## src/rtl/alu_share_arbiter.sv

```systemverilog
// alu_share_arbiter: time-shares one combinational ALU between two requesters.
// Requester 0 is the main datapath and requester 1 is an auxiliary unit.
// One operation is in flight at a time: IDLE (grant) -> EXEC (ALU evaluates
// the registered operands) -> RESP (result held until the granted requester
// accepts it). When both requesters are valid, the grant alternates between them.
module alu_share_arbiter (
  input  logic        Clk,
  input  logic        Rst_n,
  input  logic [1:0]  Req_Valid,
  output logic [1:0]  Req_Ready,
  input  logic [31:0] Req0_A,
  input  logic [31:0] Req0_B,
  input  logic [3:0]  Req0_Ctrl,
  input  logic [31:0] Req1_A,
  input  logic [31:0] Req1_B,
  input  logic [3:0]  Req1_Ctrl,
  output logic [1:0]  Resp_Valid,
  input  logic [1:0]  Resp_Ready,
  output logic [31:0] Resp_Result,
  output logic        Resp_Zero,
  output logic        Resp_Err,
  output logic [31:0] Alu_A,
  output logic [31:0] Alu_B,
  output logic [3:0]  Alu_Ctrl,
  input  logic [31:0] Alu_Result,
  input  logic        Alu_Zero
);

  typedef enum logic [1:0] {
    IDLE = 2'd0,
    EXEC = 2'd1,
    RESP = 2'd2
  } state_t;

  state_t state_reg;
  state_t state_next;
  logic   grant_reg;       // requester that owns the in-flight operation
  logic   last_grant_reg;  // most recent grant; the other requester wins a tie
  logic   arb_sel;         // requester picked by the arbiter this cycle
  logic   ctrl_legal;

  // Decode the registered control code against the ALU's supported operations.
  always_comb begin
    ctrl_legal = 1'b0;
    case (Alu_Ctrl)
      4'b0000, 4'b0001, 4'b0010, 4'b0110, 4'b0111, 4'b1100: ctrl_legal = 1'b1;
      default: ctrl_legal = 1'b0;
    endcase
  end

  // Arbitration, next-state logic and the handshake outputs.
  always_comb begin
    state_next = state_reg;
    Req_Ready  = 2'b00;
    Resp_Valid = 2'b00;
    arb_sel    = 1'b0;
    case (Req_Valid)
      2'b01:   arb_sel = 1'b0;
      2'b10:   arb_sel = 1'b1;
      2'b11:   arb_sel = ~last_grant_reg;
      default: arb_sel = 1'b0;
    endcase
    case (state_reg)
      IDLE: begin
        if (|Req_Valid) begin
          Req_Ready[arb_sel] = 1'b1;
          state_next         = EXEC;
        end
      end
      EXEC: state_next = RESP;
      RESP: begin
        Resp_Valid[grant_reg] = 1'b1;
        if (Resp_Ready[grant_reg]) begin
          state_next = IDLE;
        end
      end
      default: state_next = IDLE;
    endcase
  end

  // State register, operand capture and the response register.
  always_ff @(posedge Clk) begin
    if (!Rst_n) begin
      state_reg      <= IDLE;
      grant_reg      <= 1'b0;
      last_grant_reg <= 1'b1;
      Alu_A          <= 32'd0;
      Alu_B          <= 32'd0;
      Alu_Ctrl       <= 4'd0;
      Resp_Result    <= 32'd0;
      Resp_Zero      <= 1'b0;
      Resp_Err       <= 1'b0;
    end else begin
      state_reg <= state_next;
      case (state_reg)
        IDLE: begin
          if (|Req_Valid) begin
            grant_reg      <= arb_sel;
            last_grant_reg <= arb_sel;
            Alu_A          <= arb_sel ? Req1_A    : Req0_A;
            Alu_B          <= arb_sel ? Req1_B    : Req0_B;
            Alu_Ctrl       <= arb_sel ? Req1_Ctrl : Req0_Ctrl;
          end
        end
        EXEC: begin
          // Zero reports operand equality, so it is kept even for illegal codes.
          Resp_Result <= ctrl_legal ? Alu_Result : 32'd0;
          Resp_Zero   <= Alu_Zero;
          Resp_Err    <= ~ctrl_legal;
        end
        RESP: begin
          if (Resp_Ready[grant_reg]) begin
            Resp_Result <= 32'd0;
            Resp_Err    <= 1'b0;
          end
        end
        default: ;
      endcase
    end
  end

endmodule

```

## config.mk

```make
export PLATFORM = sky130hd
export DESIGN_NAME = alu_share_arbiter
export DESIGN_NICKNAME = d
export VERILOG_FILES = /design/src/rtl/alu_share_arbiter.sv
export SDC_FILE = /design/constraint.sdc
export NUM_CORES = 1
export LEC_CHECK = 0
export BUFFER_PORTS_ARGS = -buffer_cell sky130_fd_sc_hd__buf_2
export CELL_PAD_IN_SITES_DETAIL_PLACEMENT = 0
export CELL_PAD_IN_SITES_GLOBAL_PLACEMENT = 1
export CORE_MARGIN = 1.5
export CORE_UTILIZATION = 30
export CTS_BUF_LIST = sky130_fd_sc_hd__clkbuf_16
export CTS_CLUSTER_DIAMETER = 50
export CTS_CLUSTER_SIZE = 40
export DETAILED_ROUTE_END_ITERATION = 10
export PLACE_DENSITY = 0.83
export SETUP_SLACK_MARGIN = 0.05
export SYNTH_ARGS = -nofsm -noshare
export SYNTH_HDL_FRONTEND = slang
export SYNTH_SLANG_ARGS = --single-unit
```

## constraint.sdc

```tcl
create_clock -name Clk -period 1.6 [get_ports Clk]
set_input_delay 0 -clock Clk [delete_from_list [all_inputs] [get_ports Clk]]
set_output_delay 0 -clock Clk [all_outputs]
set_load 0.005 [all_outputs]
```

Word-level counts from Yosys, hierarchy flattened:

Cells that the tools add are included.

* logic and storage cells: 58
* output and inout port bits: 106
* register bits: 106

* muxes and demuxes: 22
* equality and inequality tests: 11
* order comparisons: 4
* reduce and logical (&&, ||, !) cells: 10
* bitwise gates (word level): 2

Operator list (count)
* 32-bit two-way mux: 4
* 32-bit one-hot mux with 2 select lines: 1
* 2-bit two-way mux: 5
* 4-bit by 3-bit equality test with 1-bit output, second input constant: 2
* 2-bit equality test, second input constant: 3
* 1-bit two-way mux: 6
* 2-bit one-hot mux with 3 select lines: 1
* 2-bit AND reduction: 3
* 6-bit OR reduction: 1
* 4-bit by 1-bit equality test with 1-bit output, second input constant: 1
* 4-bit by 2-bit equality test with 1-bit output, second input constant: 1
* 4-bit equality test, second input constant: 1
* 4-bit logical NOT: 1
* 1-bit by 2-bit < comparator with 1-bit output, second input constant: 2
* 4-bit two-way mux: 1
* 2-bit inequality test, second input constant: 2
* 1-bit one-hot mux with 2 select lines: 2
* 1-bit demux with 1-bit select: 2
* 2-bit by 1-bit equality test with 1-bit output, second input constant: 1
* 1-bit greater-or-equal comparator, second input constant: 2
* 1-bit logical AND: 2
* 2-bit logical NOT: 1
* 1-bit NOT: 2
* 2-bit nonzero test: 1
* 2-bit OR reduction: 1

Depth between registers and ports, before layout:

Gate-level depths: netlist (run 1).

* depth after elaboration: 8
* mapped depth: 7
* gate-level depth less buffers: 3

Least setup slack after synthesis (run 1):

No wires, ideal clock.

* path type: register to register
* from: register state_reg[1]
* to: register Alu_A[0]
* path slack: 0.171 ns
* cell stages (with the launch flop): 7
* data arrival time: 1.282 ns
* clock period less this slack: 1.429 ns
* required time: 1.453 ns
* cells stage by stage: dfxtp_1 > nor2_1 > and2_1 > clkbuf_2 > buf_6 > buf_6 > a311oi_2

* longest elaborated chain between the ends: 2

Ends and longest elaborated chain
* from (decl): line 35 `state_t state_reg;`
* from (signal assigned): line 94 `state_reg <= state_next;`
* 2-bit logical NOT: line 95 `case (state_reg)`
* 2-bit AND reduction (no source line)
* to (signal assigned): line 100 `Alu_A <= arb_sel ? Req1_A : Req0_A;`
* to (decl): line 22 `output logic [31:0] Alu_A,`

No other way between the ends.
A chain may end at the register's enable or synchronous reset.

Worst setup path after layout (run 1):

* from: input port Req_Valid[1]
* to: register Alu_B[4]

* longest elaborated chain between the ends: 3

Ends and longest elaborated chain
* from (decl): line 9 `input logic [1:0] Req_Valid,`
* 2-bit equality test: line 57 `case (Req_Valid)`
* 1-bit one-hot mux with 2 select lines: line 57
* 32-bit two-way mux: line 101 `Alu_B <= arb_sel ? Req1_B : Req0_B;`
* to (signal assigned): line 101
* to (decl): line 23 `output logic [31:0] Alu_B,`

Several ways; a longest one is shown, not always the timed one.

==> summary.md, run 1 <==
| Metric | Value |
|---|---|
| Effective utilization at floorplan | 30.74% |
| Syn Std Cell Area | 4484 um2 |
| Share of the cycle needed by the critical path after routing | between 90% and 100% |
| Total routing resource utilization after global routing | 22.73% |
| Die Footprint | 15690 um2 |
| Detail-routed via count per cell | 5.154 |
| Highest clock frequency the design can meet | 645.4 MHz |
| Class of the worst hold path | in -> reg |
| Synthesized Nets | between 600 and 700 |
| Vias in the first global route | 5911 |
| Setup_tns | 0 ns |
| Arrival time worst endpoint | 1.75 ns |
| Count of unique library cells instantiated by Yosys | 32 |
| Max H-tree Level | 3 |
| Critical Path Source | Req_Valid[1] |
| Number of synthesized flops with an enable pin | 0 |
| Cell area power density | between 900 and 1000 nW/um2 |
| Pre-CTS worst setup slack | 0.2590 ns |
| Average cell area after synthesis | 8.987 um2 |
| Largest registers | Alu_A: 32 flops, Alu_B: 32 flops, Resp_Result: 32 flops |
| Post-layout worst setup margin | 0.05057 ns |
| Minimum setup slack among reg-to-reg paths | 0.13 ns |
| Register area share after synthesis | 47.32% |
| Wire length of the first global-routing pass | 29110 um |
| Area growth from synthesis to layout | 82.70% |
| Peak supply drop | about 550 uV |
| Area of the placeable core | 14590 um2 |
| Yosys reg bits | about 110 |
| Cell type with the largest total area after synthesis | dfxtp_1 |
| Leakage power total | 3.754 nW |
| Area fraction in and, or, nand and nor cells after synthesis | 13.62% |
| Launch point of the worst hold path | Req_Valid[0] |
| Unrepaired setup endpoints after global routing | yes |
| Sinks on Clock Net | 106 |
| Violation count after the first detailed-routing iteration | 317 |
| Critical Path Source Type | primary input |
| Asr flop ratio synth | 0% |
| Clock slew seen by the registers of the worst setup and hold paths | 0.07 ns |
| Critical Setup Path Class | in -> reg |
| Routability Congestion | 0.7709 |
| Max-Slew Margin vs Limit | 71.28% |
| Filler Cell Count | approximately 1200 |
| Data required time of the critical path | 1.80 ns |
| Layout cells sized above 1 | 37.35% |
| Clock period minus worst slack | 1.549 ns |
| Adder-cell share of the synthesized area | 0% |
| Standard-cell row count | 44 |
| CTS buffer count | 9 |
| Parity-gate share of the synthesized area counting xor and xnor cells | less than 1% |
| Number of antenna violations at the first check in global routing | 0 |
| Via count of the routed design | 5736 |
| Hold Path Stages | 4 |
| Worst-skew pair later-pin latency | approximately 0.35 ns |
| Share of the synthesized area in compound gates (AO/OA/AOI/OAI) | about a third |
| Clock root buffer | clkbuf_16 |
| Warnings, synthesis | 0 |
| Measured slew at the worst slew-check pin | 0.4307 ns |
| Antenna Cells | 0 |
| Type of destination of the critical path | flip-flop |
| TritonCTS clock tree | done |
| Share of Yosys cell area claimed by the top area cell type | 47.32% |
| Total detailed-routing wirelength | 18140 um |
| Depth of the worst register-to-register path | 4 |
| Most instantiated flip-flop cell in the synthesis netlist | dfxtp_1 |
| I/O pins | 281 |
| Hold Fails Final Rpt | 0 |
| Hold-critical path endpoint | last_grant_reg |
| Final #Nets | between 1000 and 1500 |
| Main combinational cell family by area after synthesis | compound AO/OA/AOI/OAI gates |
| Setup-failing EPs final | 0 |
| IO buf count | 280 |
| Router iterations before antenna repair | 5 |
| Drc violations | 0 |
| Routed len/inst | 16.30 um |
| Main area contributors after synthesis | dfxtp_1, nand2_1, a311oi_1 |
| Post-detail-place hpwl | between 10000 and 15000 um |
| Grt ovf | 0 |
| Post-synthesis cell count | roughly 500 |
| Horizontal extent of the die | 125.3 um |
| Outcome | finished, final reports clean |
| Max-slew violation count | 0 |
| Worst clock skew | 0.005270 ns |
| Largest fanout on the critical path | 34 |
| Launch point of the worst reg-to-reg path | last_grant_reg |
| Die Y-Extent | between 100 and 150 um |
| Deepest clock path buffer count | 2 |
| Share of cell area taken by muxes after synthesis | less than 1% |
| Worst Hold Margin | 0.1728 ns |
| Crit Reg-Reg Endpoint | Alu_B[4] |
| Max-Cap Viols | 0 |
| Largest net degree at the start of global routing | 49 |
| Remaining antenna violation count after routing | 0 |
-- report_power, final --
part           internal (W)  total (W)  switching [W]
combinational       0.00108    0.00211        0.00102
clock               0.00109    0.00218        0.00110
sequential          0.00293    0.00309       0.000164
total               0.00509    0.00738        0.00228
-- how the worst max path moves through the flow --
stage	endpoint	slack, ns	depth (start not counted)
floorplan	Alu_A[0]	0.17	6
finish	Alu_B[4]	0.05	6
CTS	Req_Ready[0]	0.06	3
global placement	Resp_Result[26]	0.29	4
global route	Alu_B[4]	0.04	6
detailed placement	Alu_A[27]	0.26	4
-- cells in the final DEF, fill, tap and decap left out, types with 2 or more instances in the layout --
| cell | Yosys | layout |
|---|---|---|
| clkbuf_16 | 0 | 9 |
| dfxtp_1 | 106 | 102 |
| nor2_1 | 4 | 3 |
| buf_2 | 5 | 279 |
| a21oi_1 | 71 | 70 |
| inv_6 | 0 | 3 |
| nand2b_1 | 4 | 4 |
| a32o_1 | 32 | 32 |
| inv_1 | 3 | 3 |
| dfxtp_2 | 0 | 4 |
| a311oi_2 | 20 | 21 |
| nand2_1 | 138 | 138 |
| dlygate4sd3_1 | 0 | 173 |
| buf_4 | 3 | 6 |
| a311oi_1 | 48 | 47 |
| buf_12 | 0 | 11 |
| mux2i_1 | 2 | 2 |
-- Yosys cell counts, drive strengths merged, types with 2 or more instances --
library cell and number:
mux2i 2, nand2b 4, a21oi 71, buf 12, clkbuf 43, dfxtp 106
inv 4, a311oi 68, nor2 4, nand2 138, a32o 32
-- stage by stage --
stage                     power, W  area [um2]  utilization [%]  instances
final                     0.007378        8193            56.16       1113
after global routing      0.007762        8193            56.16       1113
after CTS                 0.007391        8163            55.95       1112
after detailed placement  0.004870        6141            42.09        923
after global placement    0.004868        6141            42.09        923
after floorplan           0.004044        4484                -        499
-- cell type report --
type / instances / area (um2) / share of cell area (%)
multi-input combinational: 334 / 2143 / 26.16
clock buffer: 9 / 225.2 / 2.749
timing repair buffer: 469 / 3393 / 41.42
tap: 184 / 230.2 / 2.810
clock inverter: 7 / 58.81 / 0.7178
sequential: 106 / 2127 / 25.96
inverter: 4 / 15.01 / 0.1833
-- what timing repair did --
item                                    in CTS  in global routing
endpoints found under the setup margin       2                  4
resized for setup                            2                  7
endpoints found under the hold margin      105                  0
buffers inserted                             0                  1
hold buffers                               173                  0
-- routing by layer --
| layer | routed length [um] | global-route usage (%) | vias to the layer above | share of wire [%] |
|---|---|---|---|---|
| li1 | - | - | 2703 | - |
| met1 | 7087 | 25.21 | 2670 | 39 |
| met2 | 8975 | 39.73 | 302 | 49 |
| met3 | 1414 | 6.761 | 61 | 7.8 |
| met4 | 667 | 11.03 | 0 | 3.7 |
| met5 | 0 | 0 | - | 0 |
-- cells by family after synthesis --
kind of cell / after synthesis
xor gates and xnor gates: 1
muxes: 2
and+or+nand+nor: 153
DFF: 106
AOI/OAI and AO/OA: 178
buffers and inverters: 59
-- critical path: stages --
cell and delay [ns]:
dlygate4sd3_1 0.57, buf_4 0.17, or2_2 0.31, buf_4 0.26, a21oi_1 0.33, a311oi_2 0.11
No activity file was read; power rests on OpenSTA's default activity.
==> run 2: changes to the inputs <==
ABC_AREA = 1   (was not set)
CORE_UTILIZATION = 29   (was 30)
PLACE_DENSITY = 0.82   (was 0.83)
==> run 2 against run 1 <==
Area after synthesis grew 15%. Sequential share of layout area fell by 2.0 points. Design area grew 8.1%. Count of clock-buffer cells in the layout stayed put. First-iteration DRC count down 17%. Core utilization fell by 5.1 points. Hold slack lost 0.16 ns. Power shrank 0.26%. Non-clock buffer count rose by 2. Critical endpoint is now Req_Ready[1].
==> summary.md, run 2 <==
| Metric | Value |
|---|---|
| Outcome | finished, final reports clean (unchanged) |
| Wire length of the first global-routing pass | 28950 um (was 29110 um) |
| Layout cells sized above 1 | 25.35% (was 37.35%) |
| Routability Congestion | 0.7988 (was 0.7709) |
| Cell Chain, Critical Path | a21oi_4 -> buf_12 -> nand2_1 -> inv_1 -> buf_2 (was dlygate4sd3_1 -> buf_4 -> or2_2 -> buf_4 -> a21oi_1 -> a311oi_2) |
| Post-detail-place hpwl | 12040 um (was 10230 um) |
| Routed len/inst | 12.71 um (was 16.30 um) |
| Setup-failing EPs final | 0 (unchanged) |
| Data required time of the critical path | 1.60 ns (was 1.80 ns) |
| Sinks on Clock Net | 106 (unchanged) |
| Max-slew violation count | 0 (unchanged) |
| Standard-cell row count | 48 (was 44) |
| Total detailed-routing wirelength | 19070 um (was 18140 um) |
| Worst path slowest cell | dfxtp_1 (was dlygate4sd3_1) |
| Worst clock skew | 0.006901 ns (was 0.005270 ns) |
| Syn Std Cell Area | 5177 um2 (was 4484 um2) |
| Total routing resource utilization after global routing | 19.46% (was 22.73%) |
| Yosys reg bits | 106 (unchanged) |
| Class of the worst hold path | in -> reg (unchanged) |
| Main area contributors after synthesis | dfxtp_1, nand2_1, nand3_1 (was dfxtp_1, nand2_1, a311oi_1) |
| Power after layout | 0.007359 W (was 0.007378 W) |
| Average cell area after synthesis | 6.142 um2 (was 8.987 um2) |
| Pre-CTS worst setup slack | 0.1596 ns (was 0.2590 ns) |
| Effective utilization at floorplan | 29.83% (was 30.74%) |
| Post-layout worst setup margin | 0.1633 ns (was 0.05057 ns) |
| Area of the placeable core | 17360 um2 (was 14590 um2) |
| Area growth from synthesis to layout | 71.12% (was 82.70%) |
| Die Y-Extent | 136.6 um (was 125.3 um) |
| Setup_tns | 0 ns (unchanged) |
| Depth of the worst register-to-register path | 5 (was 4) |
| Max-Cap Viols | 0 (unchanged) |
| Horizontal extent of the die | 136.6 um (was 125.3 um) |
| Via count of the routed design | 6550 (was 5736) |
| Peak supply drop | 463.1 uV (was 549.6 uV) |
| Placed cell areas | 6878 um2 (was 6141 um2) |
| Post-synthesis cell count | 843 (was 499) |
| Number of antenna violations at the first check in global routing | 1 (was 0) |
| Max-Slew Margin vs Limit | 60.73% (was 71.28%) |
| Type of destination of the critical path | primary output (was flip-flop) |
| Launch point of the worst reg-to-reg path | state_reg[1] (was last_grant_reg) |
| Die Footprint | 18660 um2 (was 15690 um2) |
| I/O pins | 281 (unchanged) |
| Drc violations | 0 (unchanged) |
| CTS buffer count | 9 (unchanged) |
| Share of the cycle needed by the critical path after routing | 89.79% (was 96.84%) |
| Post-route standard cell area excluding fillers | 8860 um2 (was 8193 um2) |
| Most frequent cells in the layout | buf_2, nand2_1, nor2_1, dlygate4sd3_1, nand3_1 (was buf_2, dlygate4sd3_1, nand2_1, dfxtp_1, a21oi_1) |
| Largest fanout on the critical path | 30 (was 34) |
| Deepest clock path buffer count | 2 (unchanged) |
| Violation count after the first detailed-routing iteration | 264 (was 317) |
| Final #Nets | 1445 (was 1099) |
| Highest clock frequency the design can meet | 696.0 MHz (was 645.4 MHz) |
| Warnings, synthesis | 0 (unchanged) |
| Router iterations before antenna repair | 4 (was 5) |
| Register area share after synthesis | 40.99% (was 47.32%) |
| Clock slew seen by the registers of the worst setup and hold paths | 0.07 ns (about the same) |
| Critical Setup Path Class | reg -> out (was in -> reg) |
| Crit Reg-Reg Endpoint | state_reg[1] (was Alu_B[4]) |
| Max H-tree Level | 3 (unchanged) |
| Hold Fails Final Rpt | 0 (unchanged) |
| Unrepaired setup endpoints after global routing | no (was yes) |
| Critical Path Max Stage Delay | 0.34 ns (was 0.57 ns) |
| Measured slew at the worst slew-check pin | 0.5828 ns (was 0.4307 ns) |
| Largest net degree at the start of global routing | 69 (was 49) |
| Hold-critical path endpoint | Alu_A[23] (was last_grant_reg) |
| Synth top cells by count | nand2_1, nor2_1, nand3_1, inv_1, dfxtp_1 (was nand2_1, dfxtp_1, a21oi_1, a311oi_1, clkbuf_1) |
| Cell type with the largest total area after synthesis | dfxtp_1 (unchanged) |
| Largest registers | Alu_A: 32 flops, Alu_B: 32 flops, Resp_Result: 32 flops (unchanged) |
| IO buf count | 280 (unchanged) |
| Cell area power density | 830.6 nW/um2 (was 900.5 nW/um2) |
| Vias in the first global route | 6259 (was 5911) |
| Most instantiated flip-flop cell in the synthesis netlist | dfxtp_1 (unchanged) |
| Critical Path Source Type | flip-flop (was primary input) |
| Clock period minus worst slack | 1.437 ns (was 1.549 ns) |
| Arrival time worst endpoint | 1.44 ns (was 1.75 ns) |
| Number of synthesized flops with an enable pin | 0 (unchanged) |
| Leakage power total | 4.939 nW (was 3.754 nW) |
| Share of Yosys cell area claimed by the top area cell type | 40.99% (was 47.32%) |
| Minimum setup slack among reg-to-reg paths | 0.18 ns (was 0.13 ns) |
| Remaining antenna violation count after routing | 0 (unchanged) |
| Detail-routed via count per cell | 4.367 (was 5.154) |
| Asr flop ratio synth | 0% (unchanged) |
| Synthesized Nets | 1018 (was 674) |
| Filler Cell Count | 1669 (was 1229) |
| Most common cell after layout, fill and taps aside | buf_2 (unchanged) |
| Launch point of the worst hold path | Req0_A[23] (was Req_Valid[0]) |
| Count of unique library cells instantiated by Yosys | 15 (was 32) |
| TritonCTS clock tree | done (unchanged) |
| Clock root buffer | clkbuf_16 (unchanged) |
| Hold Path Stages | 5 (was 4) |
| Worst-skew pair later-pin latency | 0.35 ns (about the same) |
| Cell with the most instances after synthesis | nand2_1 (unchanged) |
| Grt ovf | 0 (unchanged) |
run 2: repair_timing:
item | CTS | global route
hold endpoints to repair | 100 | 0
buffers inserted | 0 | 1
cloned | 0 | 1
hold buffers | 168 | 0
resized for setup | 2 | 1
endpoints found under the setup margin | 1 | 18
run 2: worst max-delay path: cells and delay by family, from the launching register on:
kind / cells / cell delay (ns)
AOI/OAI and AO/OA: 1 / 0.23
buffers and inverters: 3 / 0.41
and+or+nand+nor: 1 / 0.12
DFF: 1 / 0.34
run 2: report_power, final:
| part | switching (W) | internal (W) | leakage (nW) |
|---|---|---|---|
| registers | 0.000148 | 0.00293 | 0.875 |
| logic | 0.00118 | 0.00111 | 3.93 |
| clock network | 0.000967 | 0.00103 | 0.137 |
| total | 0.00230 | 0.00506 | 4.94 |
run 2: worst max path at each step:
stage | end | slack [ns] | depth (start not counted) | startpoint
2_1_floorplan | Alu_Ctrl[1] | 0.36 | 8 | state_reg[1]
6_report | Req_Ready[1] | 0.16 | 5 | last_grant_reg
5_1_grt | Req_Ready[1] | 0.05 | 5 | last_grant_reg
3_5_place_dp | Alu_Ctrl[2] | 0.16 | 8 | state_reg[1]
4_1_cts | Req_Ready[1] | 0.06 | 5 | last_grant_reg
3_3_place_gp | Alu_A[27] | 0.20 | 8 | state_reg[1]
run 2: per-layer routing:
metal  routed length (um)  part of all wire (%)  GRT usage (%)
met5                    0                     0              0
met4                  397                   2.1          8.097
met3                 1463                   7.7          4.889
met2                 9142                    48          34.09
met1                 8068                    42          22.46
run 2: metrics by stage:
stage | utilization [%] | cells | hold WS (ns)
after global placement | 39.63 | 1314 | 0.2741
after CTS | 50.81 | 1497 | 0.001556
after global routing | 51.05 | 1500 | 0.03529
after floorplan | - | 843 | 0.06039
final | 51.05 | 1500 | 0.01624
after detailed placement | 39.63 | 1314 | 0.2711
run 2: cell families (layout without fill, tap and decap cells):
logic type	after synthesis	count (layout)	synth area share, %
buffers and inverters	170	601	13.05
AOI/OAI and AO/OA	44	44	4.785
and+or+nand+nor	523	523	41.18
other	0	1	0
DFF	106	106	40.99
run 2: area by class of cell:
| cell class | count | area, um2 | area share (%) |
|---|---|---|---|
| tap | 225 | 281.5 | 3.178 |
| clock buffer | 9 | 225.2 | 2.542 |
| multi-input combinational | 567 | 2382 | 26.89 |
| sequential | 106 | 2122 | 23.95 |
| antenna | 1 | 2.502 | 0.02824 |
| inverter | 115 | 432.9 | 4.886 |
| clock inverter | 6 | 27.53 | 0.3107 |
| timing repair buffer | 471 | 3386 | 38.21 |
==> run 3: changes to the inputs <==
CELL_PAD_IN_SITES_DETAIL_PLACEMENT = 1   (was 0)
SKIP_LAST_GASP = 1   (was not set)
==> run 3 against run 2 <==
Clock skew barely moved. Non-clock buffer count rose by 2. Combinational power rose by 13%. Maximum frequency fell by 6.0%. Clock power rose by 10%. Critical path type is now reg -> reg. Critical endpoint is now Alu_B[10]. Largest power group unchanged. Highest routed layer unchanged.
==> summary.md, run 3 (same netlist as run 2, synthesis figures left out) <==
| Metric | Value |
|---|---|
| Type of destination of the critical path | flip-flop (was primary output) |
| Critical Path Source Type | flip-flop (unchanged) |
| Grt ovf | 0 (unchanged) |
| Die Footprint | 18660 um2 (unchanged) |
| Largest fanout on the critical path | 15 (was 30) |
| Minimum setup slack among reg-to-reg paths | 0.07 ns (was 0.18 ns) |
| Clock slew seen by the registers of the worst setup and hold paths | 0.07 ns (about the same) |
| Max-slew violation count | 0 (unchanged) |
| Routability Congestion | 0.7988 (unchanged) |
| Class of the worst hold path | in -> reg (unchanged) |
| Routed len/inst | 18.92 um (was 12.71 um) |
| Worst clock skew | 0.007229 ns (was 0.006901 ns) |
| Sinks on Clock Net | 106 (unchanged) |
| Setup-failing EPs final | 0 (unchanged) |
| Area of the placeable core | 17360 um2 (unchanged) |
| Horizontal extent of the die | 136.6 um (unchanged) |
| Deepest clock path buffer count | 2 (unchanged) |
| IO buf count | 280 (unchanged) |
| Power after layout | 0.007892 W (was 0.007359 W) |
| Hold Fails Final Rpt | 0 (unchanged) |
| Remaining antenna violation count after routing | 0 (unchanged) |
| Total routing resource utilization after global routing | 29.05% (was 19.46%) |
| Unrepaired setup endpoints after global routing | yes (was no) |
| Detail-routed via count per cell | 4.919 (was 4.367) |
| Post-detail-place hpwl | 13540 um (was 12040 um) |
| Leakage power total | 4.959 nW (was 4.939 nW) |
| Measured slew at the worst slew-check pin | 0.6148 ns (was 0.5828 ns) |
| Critical Path Max Stage Delay | 0.31 ns (was 0.34 ns) |
| Post-layout worst setup margin | 0.07187 ns (was 0.1633 ns) |
| Standard-cell row count | 48 (unchanged) |
| Vias in the first global route | 8021 (was 6259) |
| Worst-skew pair later-pin latency | 0.35 ns (about the same) |
| Wire length of the first global-routing pass | 41610 um (was 28950 um) |
| Cell area power density | 884.0 nW/um2 (was 830.6 nW/um2) |
| Cell Chain, Critical Path | inv_1 -> nand2_2 -> a21oi_4 -> buf_12 -> buf_4 -> nor2_1 -> nor2_1 -> nand2_1 -> inv_1 (was a21oi_4 -> buf_12 -> nand2_1 -> inv_1 -> buf_2) |
| Max H-tree Level | 3 (unchanged) |
| I/O pins | 281 (unchanged) |
| Worst path slowest cell | dfxtp_1 (unchanged) |
| Router iterations before antenna repair | 7 (was 4) |
| Critical Setup Path Class | reg -> reg (was reg -> out) |
| Violation count after the first detailed-routing iteration | 289 (was 264) |
| Share of the cycle needed by the critical path after routing | 95.51% (was 89.79%) |
| Setup_tns | 0 ns (unchanged) |
| Number of antenna violations at the first check in global routing | 7 (was 1) |
| Clock root buffer | clkbuf_16 (unchanged) |
| Area growth from synthesis to layout | 72.43% (was 71.12%) |
| Layout cells sized above 1 | 25.80% (was 25.35%) |
| Worst Hold Margin | 0.01694 ns (was 0.01624 ns) |
| TritonCTS clock tree | done (unchanged) |
| Outcome | finished, final reports clean (unchanged) |
| Most common cell after layout, fill and taps aside | buf_2 (unchanged) |
| Pre-CTS worst setup slack | 0.1176 ns (was 0.1596 ns) |
| Effective utilization at floorplan | 29.83% (unchanged) |
| Most frequent cells in the layout | buf_2, nand2_1, nor2_1, dlygate4sd3_1, nand3_1 (unchanged) |
| CTS buffer count | 9 (unchanged) |
| Total detailed-routing wirelength | 28510 um (was 19070 um) |
| Placed cell areas | 6878 um2 (unchanged) |
| Data required time of the critical path | 1.90 ns (was 1.60 ns) |
| Largest registers | Alu_A: 32 flops, Alu_B: 32 flops, Resp_Result: 32 flops (unchanged) |
| Final #Nets | 1447 (was 1445) |
| Post-route standard cell area excluding fillers | 8927 um2 (was 8860 um2) |
| Die Y-Extent | 136.6 um (unchanged) |
| Max-Cap Viols | 0 (unchanged) |
| Clock period minus worst slack | 1.528 ns (was 1.437 ns) |
| Highest clock frequency the design can meet | 654.4 MHz (was 696.0 MHz) |
| Largest net degree at the start of global routing | 69 (unchanged) |
| Via count of the routed design | 7413 (was 6550) |
| Peak supply drop | 491.3 uV (was 463.1 uV) |
| Arrival time worst endpoint | 1.83 ns (was 1.44 ns) |
| Max-Slew Margin vs Limit | 58.58% (was 60.73%) |
| Drc violations | 0 (unchanged) |
run 3: cell count changes in the layout (fill, tap and decap cells not counted):
cell,previous run,this run
inv_1,113,111
bufinv_16,0,1
nand2_1,219,218
diode_2,1,7
buf_6,0,2
clkbuf_16,10,11
clkinv_2,5,3
dlygate4sd3_1,168,164
nand2_2,1,2
buf_4,13,16
clkinv_1,0,2
run 3: path summary, 6_finish.rpt:
check                                startpoint         endpoint  cells past startpoint
worst max-delay path               state_reg[1]        Alu_B[10]                      9
worst min-delay path              Alu_Result[9]   Resp_Result[9]                      5
worst max register to register     state_reg[1]        Alu_B[10]                      9
worst min register to register  Resp_Result[13]  Resp_Result[13]                      2
run 3: where the power goes:
| part | switching [W] | leakage (nW) | total (W) | internal [W] |
|---|---|---|---|---|
| clock network | 0.00101 | 0.136 | 0.00219 | 0.00118 |
| registers | 0.000193 | 0.875 | 0.00312 | 0.00293 |
| logic | 0.00144 | 3.95 | 0.00258 | 0.00114 |
| total | 0.00264 | 4.96 | 0.00789 | 0.00525 |
run 3: what timing repair did:
action / in CTS / in global routing
buffers inserted: 0 / 6
hold endpoints to repair: 96 / 0
setup endpoints to repair: 1 / 45
gates cloned: 0 / 2
hold buffers: 164 / 0
resized for setup: 2 / 4
pin swaps: 0 / 0
run 3: cell type report:
type	instances	area [um2]
diodes	7	17.52
flip-flops and latches	106	2122
clock buffers	9	225.2
multi-input cells	567	2385
inverters	115	432.9
clock inverters	5	47.55
fillers	2301	8429
repair buffers	473	3416
well taps	225	281.5
run 3: routing by layer:
| layer | GRT usage (%) | wire [um] |
|---|---|---|
| met2 | 50.78 | 14100 |
| met3 | 8.000 | 2087 |
| met1 | 30.49 | 10740 |
| met5 | 0 | 0 |
| met4 | 19.09 | 1583 |
run 3: critical path: cells and delay by family, from the launching register on:
kind	cells	cell delay, ns
AO/OA/AOI/OAI	1	0.19
buffers and inverters	4	0.57
flip-flops	1	0.31
AND/OR/NAND/NOR	4	0.40
run 3: metrics by stage:
step | utilization [%] | std cells
after floorplan | - | 843
after detailed placement | 39.63 | 1314
after global placement | 39.63 | 1314
after CTS | 50.70 | 1492
after global routing | 51.43 | 1507
final | 51.43 | 1507
